[src/rtl/pdm_decimator_if.sv]
// Sample-side and level-side signals of the PDM decimator.
// master drives the PDM stream and controls; slave is the decimator itself.
interface pdm_decimator_if #(
  parameter int WIN_LOG2 = 5
);
  logic                en;
  logic                pdm_in;
  logic                sync;
  logic [WIN_LOG2-1:0] level;
  logic                level_valid;
  logic                clip;
  logic                busy;

  modport master (
    output en, pdm_in, sync,
    input  level, level_valid, clip, busy
  );

  modport slave (
    input  en, pdm_in, sync,
    output level, level_valid, clip, busy
  );
endinterface

[src/rtl/pdm_decimator.sv]
// Counts PDM ones over 2^WIN_LOG2 accepted samples; level/clip/level_valid are registered
// on the final-sample edge. No backpressure: en=0 simply pauses the current window.
module pdm_decimator #(
  parameter int WIN_LOG2 = 5
) (
  input  logic              clk,
  input  logic              reset,
  pdm_decimator_if.slave    bus
);

  localparam int                  WIN  = 1 << WIN_LOG2;
  localparam logic [WIN_LOG2-1:0] LAST = '1;
  localparam logic [WIN_LOG2:0]   FULL = (WIN_LOG2+1)'(WIN);

  typedef enum logic {IDLE, ACCUM} state_t;

  state_t              state, state_n;
  logic [WIN_LOG2:0]   acc, acc_n, sum, first;
  logic [WIN_LOG2-1:0] wcnt, wcnt_n;
  logic [WIN_LOG2-1:0] level_q, level_n;
  logic                clip_q, clip_n;
  logic                vld_q, vld_n;

  always_ff @(posedge clk) begin
    if (reset) begin
      state   <= IDLE;
      acc     <= '0;
      wcnt    <= '0;
      level_q <= '0;
      clip_q  <= 1'b0;
      vld_q   <= 1'b0;
    end else begin
      state   <= state_n;
      acc     <= acc_n;
      wcnt    <= wcnt_n;
      level_q <= level_n;
      clip_q  <= clip_n;
      vld_q   <= vld_n;
    end
  end

  always_comb begin
    state_n = state;
    acc_n   = acc;
    wcnt_n  = wcnt;
    level_n = level_q;
    clip_n  = clip_q;
    vld_n   = 1'b0;
    first   = {{WIN_LOG2{1'b0}}, bus.pdm_in};
    sum     = acc + first;

    // sync wins over window completion: the partial window is dropped, outputs hold
    if (bus.sync) begin
      state_n = ACCUM;
      acc_n   = bus.en ? first : '0;
      wcnt_n  = bus.en ? WIN_LOG2'(1) : '0;
    end else begin
      unique case (state)
        IDLE: begin
          if (bus.en) begin
            state_n = ACCUM;
            acc_n   = first;
            wcnt_n  = WIN_LOG2'(1);
          end
        end
        ACCUM: begin
          if (bus.en) begin
            if (wcnt == LAST) begin
              // only the all-ones window overflows the level width
              level_n = (sum == FULL) ? LAST : sum[WIN_LOG2-1:0];
              clip_n  = (sum == FULL);
              vld_n   = 1'b1;
              acc_n   = '0;
              wcnt_n  = '0;
            end else begin
              acc_n  = sum;
              wcnt_n = wcnt + WIN_LOG2'(1);
            end
          end
        end
        default: state_n = IDLE;
      endcase
    end
  end

  assign bus.level       = level_q;
  assign bus.clip        = clip_q;
  assign bus.level_valid = vld_q;
  assign bus.busy        = (state == ACCUM);

endmodule
[src/flat_wrapper.sv]
// flat-port wrapper written by rule: the top's interface ports become plain ports
module pdm_decimator_flat 
#(
  parameter int WIN_LOG2 = 5
)
  (clk, reset, bus_en, bus_pdm_in, bus_sync, bus_level, bus_level_valid, bus_clip, bus_busy);
  pdm_decimator_if #(.WIN_LOG2(WIN_LOG2)) bus_i ();
  input  logic clk;
  input  logic reset;
  input wire logic [$bits(bus_i.en)-1:0] bus_en;
  input wire logic [$bits(bus_i.pdm_in)-1:0] bus_pdm_in;
  input wire logic [$bits(bus_i.sync)-1:0] bus_sync;
  output wire logic [$bits(bus_i.level)-1:0] bus_level;
  output wire logic [$bits(bus_i.level_valid)-1:0] bus_level_valid;
  output wire logic [$bits(bus_i.clip)-1:0] bus_clip;
  output wire logic [$bits(bus_i.busy)-1:0] bus_busy;
  assign bus_i.en = bus_en;
  assign bus_i.pdm_in = bus_pdm_in;
  assign bus_i.sync = bus_sync;
  assign bus_level = bus_i.level;
  assign bus_level_valid = bus_i.level_valid;
  assign bus_clip = bus_i.clip;
  assign bus_busy = bus_i.busy;
  pdm_decimator #(.WIN_LOG2(WIN_LOG2)) u_core (.clk(clk), .reset(reset), .bus(bus_i));
endmodule
[config.mk]
export PLATFORM = sky130hd
export DESIGN_NAME = pdm_decimator_flat
export DESIGN_NICKNAME = d
export VERILOG_FILES = /design/src/rtl/pdm_decimator_if.sv /design/src/rtl/pdm_decimator.sv /design/src/flat_wrapper.sv
export SDC_FILE = /design/constraint.sdc
export NUM_CORES = 1
export LEC_CHECK = 0
export CORE_MARGIN = 3
export CORE_UTILIZATION = 55
export DETAILED_ROUTE_END_ITERATION = 10
export HOLD_SLACK_MARGIN = 0.15
export PLACE_DENSITY_LB_ADDON = 0.12
export SLEW_MARGIN = 5
export SYNTH_ARGS = -nofsm -noshare
export SYNTH_HDL_FRONTEND = slang
export SYNTH_SLANG_ARGS = --single-unit
[constraint.sdc]
create_clock -name clk -period 4.2 [get_ports clk]
set_clock_uncertainty 0.2 [all_clocks]
set_input_delay 0.42 -clock clk [delete_from_list [all_inputs] [get_ports clk]]
set_output_delay 0.42 -clock clk [all_outputs]
set_load 0.03 [all_outputs]
Yosys cells after proc, flatten, opt, wreduce, memory -nomap -nowiden:

Index checks and enable logic that the tools add are counted.

* add/subtract/negate cells: 2
* multiply operators: 0
* divide/modulo/power cells: 0
* magnitude comparators: 0
* equality and inequality tests: 4
* shift operators: 0
* muxes and demuxes: 17
* bitwise logic cells: 3
* reduce and logical (&&, ||, !) cells: 3

Operators with widths (number)
* $mux W5: 5
* $mux W6: 4
* $pmux W6 S2: 1
* $pmux W5 S2: 1
* $add A6 B1 Y6: 1
* $eq A6 B6 Y1 const B: 1
* $mux W1: 6
* $ne A3 B3 Y1 const B: 2
* $add A5 B1 Y5 const B: 1
* $eq A5 B5 Y1 const B: 1
* $reduce_and A4 Y1: 1
* $reduce_or A4 Y1: 1
* $not A1 Y1: 3
* $reduce_and A2 Y1: 1

* flip-flop bits (word level): 19
* bits in latches: 0
* bits in writable memories: 0
* bits in read-only memories: 0
* word-level logic and storage cells: 35
* memories kept: 0

Logic depth before layout (Yosys ltp):

Gate-level depths: netlist (run 1).

* depth after elaboration: 5
* gate-level depth with buffers: 7
* depth with buffers taken out: 7

Least setup slack after synthesis (run 1):

No wires, ideal clock.

* path type: input to register
* start: input port bus_pdm_in
* end: register u_core.level_q[0] (netlist: u_core.bus.level[0])
* setup time: 0.086 ns
* arrival: 1.665 ns
* slack: 2.249 ns
* stages: 7
* buffers on the path: 0
* cell sequence: ha_1 -> ha_1 -> xnor2_1 -> nand3_1 -> a211oi_2 -> a21oi_2 -> a211oi_1

* longest elaborated chain between the ends: 3

RTL lines
* start, declared: line flat_wrapper.sv:11 `input wire logic [$bits(bus_i.pdm_in)-1:0] bus_pdm_in;`
* $add A6 B1 Y6 *: line pdm_decimator.sv:50 `sum = acc + first;`
* $eq A6 B6 Y1: line pdm_decimator.sv:70 `level_n = (sum == FULL) ? LAST : sum[WIN_LOG2-1:0];`
* $mux W5 *: line pdm_decimator.sv:70
* end signal, assigned: line pdm_decimator.sv:36 `level_q <= level_n;`
* end, declared: line pdm_decimator.sv:20 `logic [WIN_LOG2-1:0] level_q, level_n;`

Mark *: on every way between the ends. The rest lies on a longest branch, timed or not.
A chain may end at the register's enable or synchronous reset.

Worst setup path in the final report (run 1):

* start: input port bus_pdm_in
* end: register u_core.level_q[1] (netlist: u_core.bus.level[1])

Same word-level chain as after synthesis.

==> results of run 1 <==
## cells in the final DEF (no fill, tap or decap), drive strengths merged
cell type and instances:
a211oi 5, a21boi 1, a21o 1, a21oi 6, a221oi 1, a22oi 4, a31oi 1, a41oi 1
and3 2, clkbuf 4, clkdlybuf4s50 12, dfxtp 19, ha 5, inv 3, nand2 3, nand3 6
nand3b 3, nor2 19, nor2b 2, nor3 8, nor3b 1, nor4 1, o21ai 5, or3 1
xnor2 3
## critical path, delay by kind of cell
kind                       cells  cell delay [ns]
AOI/OAI and AO/OA              3             0.63
adders and majority gates      2             0.49
buffers and inverters          1             0.43
xor gates and xnor gates       1             0.20
and+or+nand+nor                1             0.12
## stage by stage
step	total power, uW	instances	setup WS [ns]	area (sq um)	utilization
2_1_floorplan	203	105	2.25	895	-
3_3_place_gp	211	128	1.68	1020	0.719
3_5_place_dp	211	128	1.59	1020	0.719
4_1_cts	302	132	1.91	1040	0.737
5_1_grt	315	132	1.73	1040	0.737
6_report	297	132	1.91	1040	0.737
## power by group
group / internal, uW / switching (uW)
clock network: 37.0 / 52.5
registers: 182 / 2.21
logic: 9.12 / 14.1
total: 228 / 68.8
## metal layers
layer  global-route usage  routed length [um]
met5                    0                   0
met4               0.0511                  10
met3               0.0820                  92
met2                0.299                 798
met1                0.293                 830
## worst paths after layout
| path | startpoint | endpoint | slack [ns] | depth (start not counted) |
|---|---|---|---|---|
| worst max-delay path | bus_pdm_in | u_core.bus.level[1] | 1.91 | 8 |
| worst min-delay path | u_core.bus.level[4] | u_core.bus.level[4] | 0.30 | 2 |
| worst max register to register | u_core.wcnt[0] | u_core.acc[5] | 2.12 | 7 |
| worst min register to register | u_core.bus.level[4] | u_core.bus.level[4] | 0.30 | 2 |
## flip-flops by register name (all words and copies together) (netlist names)
signal / count
u_core.bus.clip: 1
u_core.wcnt: 5
u_core.bus.level_valid: 1
u_core.acc: 6
u_core.bus.level: 5
u_core.bus.busy: 1
## logic make-up (layout without fill, tap and decap cells)
group	count (synthesis)	after routing	synth area share
AND/OR/NAND/NOR	46	46	0.255
AO/OA/AOI/OAI	25	25	0.190
flip-flops	19	19	0.425
buffers and inverters	7	19	0.0308
adder cells (fa/ha/maj)	5	5	0.0699
XOR/XNOR	3	3	0.0294
## layout make-up
type	count	share of cell area
tap	15	0.0180
multi-input combinational	79	0.466
clock buffer	4	0.0252
timing repair buffer	12	0.115
sequential	19	0.365
inverter	3	0.0108
==> metrics.txt, run 1 <==
# TYPE chip_impl_metric gauge
chip_impl_info{name="synth_largest_area_cell",value="sky130_fd_sc_hd__dfxtp_1"} 1
chip_impl_metric{name="share_of_cells_above_drive_strength_1",unit=""} 0.0598
chip_impl_metric{name="remaining_global_route_overflow",unit=""} 0
chip_impl_metric{name="slew-limit-headroom",unit=""} 0.539
chip_impl_metric{name="detailed_place_hpwl",unit="mm"} 1.30
chip_impl_metric{name="die_height",unit="um"} 46.3
chip_impl_metric{name="port_buffers",unit=""} 12
chip_impl_metric{name="gp_routability_congestion",unit=""} 0.824
chip_impl_metric{name="finalSetupViolCount",unit=""} 0
chip_impl_metric{name="critPathArrivalTime",unit="ns"} 2.29
chip_impl_metric{name="synthesis.yosys.warnings",unit=""} 0
chip_impl_metric{name="syn_area",unit="sq um"} 895
chip_impl_metric{name="synth-seq-cells",unit=""} 19
chip_impl_metric{name="vdd_drop_max",unit="mV"} 0.274
chip_impl_metric{name="number_of_flops_mapped_to_enable_cells_by_yosys",unit=""} 0
chip_impl_metric{name="setup_tns_after_final_layout",unit="ns"} 0
chip_impl_metric{name="grt_pass1_vias",unit=""} 718
chip_impl_metric{name="antennaDiodeCount",unit=""} 0
chip_impl_metric{name="rows",unit=""} 13
chip_impl_metric{name="clock_tree.buffer_depth",unit=""} 2
chip_impl_metric{name="maxClockFrequency",unit="MHz"} 437
chip_impl_metric{name="post_drt_via_cell_ratio",unit=""} 6.04
chip_impl_metric{name="area_of_the_multi_input_gates",unit="sq um"} 487
chip_impl_info{name="netlist_top_cells_area",value="sky130_fd_sc_hd__dfxtp_1 43%, sky130_fd_sc_hd__nor2_1 8.0%, sky130_fd_sc_hd__ha_1 7.0%"} 1
chip_impl_metric{name="leakagePower",unit="uW"} 0.000388
chip_impl_metric{name="area_grow_syn2layout",unit="%"} 16.6
chip_impl_metric{name="postRouteAntennaNets",unit=""} 0
chip_impl_metric{name="detail_route.iter0.violations",unit=""} 19
chip_impl_metric{name="tritoncts.num_buffers",unit=""} 3
chip_impl_info{name="grt_setup_unrepaired",value="false"} 1
chip_impl_metric{name="initial_utilization",unit=""} 0.632
chip_impl_metric{name="clock_insertion_delay_worst_skew",unit="ns"} 0.29
chip_impl_metric{name="finalWorstPathRequiredPeriod",unit="ns"} 2.29
chip_impl_metric{name="route.detailed.drc",unit=""} 0
chip_impl_metric{name="number_of_antenna_violations_at_the_first_check_in_global_routing",unit=""} 0
chip_impl_metric{name="wl",unit="mm"} 1.73
chip_impl_metric{name="floorplan.die.width",unit="um"} 46.3
chip_impl_info{name="hold_class",value="reg2reg"} 1
chip_impl_info{name="run_status",value="finished clean"} 1
chip_impl_metric{name="post_cts_hold_buffer_count",unit=""} 0
chip_impl_metric{name="filler_cell_count",unit=""} 116
chip_impl_metric{name="synth-async-reset-ratio",unit=""} 0
chip_impl_metric{name="slew_violations",unit=""} 0
chip_impl_info{name="worstSetupEndpointType",value="flip-flop"} 1
chip_impl_metric{name="area.sequential",unit="sq um"} 380
chip_impl_metric{name="grt_start_max_net_pins",unit=""} 20
chip_impl_metric{name="postSynthAreaPerCell",unit="sq um"} 8.52
chip_impl_metric{name="top_level_ports",unit=""} 13
chip_impl_metric{name="post_cts_resize_count",unit=""} 0
chip_impl_metric{name="num-nets-final",unit=""} 128
chip_impl_metric{name="number_of_vias_after_detailed_routing",unit=""} 797
chip_impl_metric{name="synth_nets",unit=""} 115
chip_impl_metric{name="drtPass1Iterations",unit=""} 4
chip_impl_info{name="clock-root-buffer",value="sky130_fd_sc_hd__clkbuf_4"} 1
chip_impl_metric{name="power_density",unit="nW/um^2"} 285
chip_impl_info{name="crit_type",value="in2reg"} 1
chip_impl_metric{name="cts.reportedPaths.clkPinSlew",unit="ns"} 0.10
chip_impl_metric{name="grt_first_pass_wirelength",unit="mm"} 3.23
chip_impl_metric{name="final.hold.worst_slack",unit="ns"} 0.301
chip_impl_metric{name="postSynthCellCount",unit=""} 105
chip_impl_info{name="ys_dominant_reg_cell",value="sky130_fd_sc_hd__dfxtp_1"} 1
chip_impl_metric{name="tightestPinTransition",unit="ns"} 0.690
chip_impl_metric{name="synth.lib_cells_used.distinct",unit=""} 29
chip_impl_metric{name="worst_ep_required_time",unit="ns"} 4.21
chip_impl_metric{name="route.detailed.wl_per_inst",unit="um"} 13.1
chip_impl_metric{name="cts.sink_count",unit=""} 19
chip_impl_metric{name="die_area",unit="sq um"} 2150
chip_impl_info{name="crit_path_start_kind",value="input port"} 1
chip_impl_metric{name="all_layer_gr_usage",unit=""} 0.210
chip_impl_metric{name="postCtsSetupRepairBufs",unit=""} 0
chip_impl_info{name="cpMaxStageDelayCell",value="sky130_fd_sc_hd__clkdlybuf4s50_1"} 1
chip_impl_metric{name="post-synth-top-area-fraction",unit=""} 0.425
chip_impl_metric{name="critical-path-max-stage-delay",unit="ns"} 0.43
chip_impl_metric{name="final.period_utilization",unit=""} 0.545
chip_impl_info{name="ys_top_cells_by_count",value="19 x sky130_fd_sc_hd__dfxtp_1, 19 x sky130_fd_sc_hd__nor2_1, 8 x sky130_fd_sc_hd__nor3_1"} 1
chip_impl_metric{name="drv.max_cap_violation_count",unit=""} 0
chip_impl_metric{name="cts-htree-levels",unit=""} 1
chip_impl_metric{name="hold_violations",unit=""} 0
chip_impl_metric{name="core_area",unit="sq um"} 1420
chip_impl_info{name="ordered_cell_list_for_the_critical_path",value="clkdlybuf4s50_1, ha_1, ha_1, xnor2_1, nand3_1, a211oi_2, a21oi_2, a211oi_1"} 1
chip_impl_info{name="tritoncts",value="built"} 1
chip_impl_info{name="timing.critical_path.mode_cell",value="sky130_fd_sc_hd__ha_1"} 1
chip_impl_metric{name="yosysSeqAreaShare",unit=""} 0.425
chip_impl_metric{name="worstPathMaxFanout",unit=""} 4
Note: power is estimated with default switching activity, not from simulation.
==> inputs of run 2 (changes only) <==
CORE_UTILIZATION = 46   (was 55)
clock period = 2.1 ns   (was 4.2 ns; I/O delays follow)
==> run 2 against run 1 <==
Cell area is 13% higher. Count of clock-buffer cells in the layout stayed put. First-iteration DRC count is 42% lower. Register-to-register slack worse by 2.0 ns. Sequential share of layout area is 4.2 points lower. Wire length is 8.4% higher. Core utilization is 7.5 points lower. Via count is 3.9% higher. Combinational power is 140% higher.
==> metrics.txt, run 2 (synthesis gave the netlist of run 1 again) <==
# TYPE chip_impl_metric gauge
chip_impl_metric{name="area_of_the_multi_input_gates",unit="sq um"} 514
chip_impl_info{name="ordered_cell_list_for_the_critical_path",value="clkdlybuf4s50_1, ha_2, nand3_1, or3_4, a211oi_2, buf_4, a21oi_4, a211oi_1"} 1
chip_impl_metric{name="power_density",unit="nW/um^2"} 514
chip_impl_metric{name="grt_start_max_net_pins",unit=""} 20
chip_impl_metric{name="num-nets-final",unit=""} 141
chip_impl_metric{name="leakagePower",unit="uW"} 0.000450
chip_impl_metric{name="rows",unit=""} 15
chip_impl_metric{name="cts.sink_count",unit=""} 19
chip_impl_metric{name="die_height",unit="um"} 50.1
chip_impl_metric{name="finalSetupViolCount",unit=""} 0
chip_impl_metric{name="grt_pass1_vias",unit=""} 750
chip_impl_metric{name="critPathArrivalTime",unit="ns"} 2.04
chip_impl_metric{name="grt_first_pass_wirelength",unit="mm"} 3.24
chip_impl_info{name="hold_class",value="reg2reg"} 1
chip_impl_metric{name="vdd_drop_max",unit="mV"} 0.337
chip_impl_metric{name="slew_violations",unit=""} 0
chip_impl_metric{name="remaining_global_route_overflow",unit=""} 0
chip_impl_metric{name="share_of_cells_above_drive_strength_1",unit=""} 0.192
chip_impl_metric{name="floorplan.die.width",unit="um"} 50.1
chip_impl_metric{name="postRouteAntennaNets",unit=""} 0
chip_impl_metric{name="area.sequential",unit="sq um"} 380
chip_impl_metric{name="worstPathMaxFanout",unit=""} 4
chip_impl_metric{name="post_drt_via_cell_ratio",unit=""} 5.34
chip_impl_metric{name="utilization",unit=""} 0.662
chip_impl_metric{name="number_of_flip_flops_under_the_largest_register_name",unit=""} 6
chip_impl_metric{name="antennaDiodeCount",unit=""} 0
chip_impl_metric{name="drtPass1Iterations",unit=""} 4
chip_impl_metric{name="route.detailed.wl_per_inst",unit="um"} 12.1
chip_impl_metric{name="gp_routability_congestion",unit=""} 0.817
chip_impl_metric{name="top_level_ports",unit=""} 13
chip_impl_metric{name="final.period_utilization",unit=""} 0.965
chip_impl_metric{name="detail_route.iter0.violations",unit=""} 11
chip_impl_metric{name="hold_violations",unit=""} 0
chip_impl_info{name="final_common_cell",value="sky130_fd_sc_hd__dfxtp_1"} 1
chip_impl_info{name="clock-root-buffer",value="sky130_fd_sc_hd__clkbuf_4"} 1
chip_impl_metric{name="clock_insertion_delay_worst_skew",unit="ns"} 0.30
chip_impl_info{name="crit_path_start_kind",value="input port"} 1
chip_impl_metric{name="cts.reportedPaths.clkPinSlew",unit="ns"} 0.10
chip_impl_metric{name="route.detailed.drc",unit=""} 0
chip_impl_info{name="max_flop_register",value="u_core.acc"} 1
chip_impl_metric{name="number_of_antenna_violations_at_the_first_check_in_global_routing",unit=""} 0
chip_impl_info{name="crit_type",value="in2reg"} 1
chip_impl_metric{name="finalWorstPathRequiredPeriod",unit="ns"} 2.03
chip_impl_info{name="mostFrequentLayoutCells",value="19 x sky130_fd_sc_hd__dfxtp_1, 18 x sky130_fd_sc_hd__nor2_1, 13 x sky130_fd_sc_hd__buf_4"} 1
chip_impl_info{name="cpMaxStageDelayCell",value="sky130_fd_sc_hd__clkdlybuf4s50_1"} 1
chip_impl_info{name="run_status",value="finished clean"} 1
chip_impl_metric{name="port_buffers",unit=""} 12
chip_impl_metric{name="maxClockFrequency",unit="MHz"} 494
chip_impl_metric{name="die_area",unit="sq um"} 2510
chip_impl_metric{name="slew-limit-headroom",unit=""} 0.531
chip_impl_metric{name="post_cts_hold_buffer_count",unit=""} 0
chip_impl_metric{name="wl",unit="mm"} 1.88
chip_impl_metric{name="cts-htree-levels",unit=""} 1
chip_impl_metric{name="initial_utilization",unit=""} 0.502
chip_impl_metric{name="detailed_place_hpwl",unit="mm"} 1.35
chip_impl_metric{name="number_of_vias_after_detailed_routing",unit=""} 828
chip_impl_metric{name="tritoncts.num_buffers",unit=""} 3
chip_impl_metric{name="worst_ep_required_time",unit="ns"} 2.11
chip_impl_metric{name="fin_total_pwr",unit="uW"} 607
chip_impl_metric{name="area_grow_syn2layout",unit="%"} 32.0
chip_impl_metric{name="all_layer_gr_usage",unit=""} 0.168
chip_impl_metric{name="setup_tns_after_final_layout",unit="ns"} 0
chip_impl_metric{name="core_area",unit="sq um"} 1780
chip_impl_metric{name="drv.max_cap_violation_count",unit=""} 0
chip_impl_info{name="tritoncts",value="built"} 1
chip_impl_metric{name="filler_cell_count",unit=""} 158
chip_impl_metric{name="critical-path-max-stage-delay",unit="ns"} 0.48
chip_impl_metric{name="clock_tree.buffer_depth",unit=""} 2
chip_impl_info{name="worstSetupEndpointType",value="flip-flop"} 1
chip_impl_metric{name="tightestPinTransition",unit="ns"} 0.701
==> run 2: path summary, 6_finish.rpt <==
path	cells past startpoint	from	to	slack, ns
max	8	bus_pdm_in	u_core.bus.level[2]	0.07
max reg2reg	7	u_core.acc[0]	u_core.bus.level[2]	0.13
min	2	u_core.bus.clip	u_core.bus.clip	0.30
min reg2reg	2	u_core.bus.clip	u_core.bus.clip	0.30
==> run 2: metal layers <==
layer,share of wire,global-route usage,up-vias,wire [um]
met4,0.025,0.0968,0,46
li1,-,-,429,-
met5,0,0,-,0
met1,0.50,0.221,375,935
met2,0.43,0.252,19,808
met3,0.046,0.0302,5,87
==> run 2: per-stage QoR <==
stage / instance area (sq um) / setup slack (ns) / cells / hold WS [ns]
after floorplan: 895 / 0.286 / 105 / 0.0893
after global placement: 1110 / -0.169 / 149 / 0.280
after detailed placement: 1110 / -0.223 / 149 / 0.287
after CTS: 1140 / 0.0331 / 153 / 0.305
after global routing: 1180 / -0.0218 / 155 / 0.318
final: 1180 / 0.0738 / 155 / 0.299
==> run 2: critical path: cells and delay by family <==
family / cells / cell delay (ns)
compound gates: 3 / 0.54
fa+ha+maj: 1 / 0.20
buf+inv: 2 / 0.64
simple gates: 2 / 0.43
==> run 2: area by class of cell <==
class | count | share of cell area
multi-input cells | 79 | 0.435
well taps | 25 | 0.0265
repair buffers | 25 | 0.184
clock buffers | 4 | 0.0222
inverters | 3 | 0.00953
flip-flops and latches | 19 | 0.322
==> run 2: what timing repair did <==
action / CTS / global route
setup buffers: 0 / 2
gates resized for setup: 0 / 6
endpoints found under the setup margin: 0 / 6
==> run 2: power breakdown <==
group | switching, uW | leakage [uW] | internal (uW) | total (uW)
Combinational | 31.1 | 0.000281 | 24.9 | 56.0
Sequential | 4.31 | 0.000154 | 364 | 369
Clock | 109 | 0.0000150 | 74.1 | 183
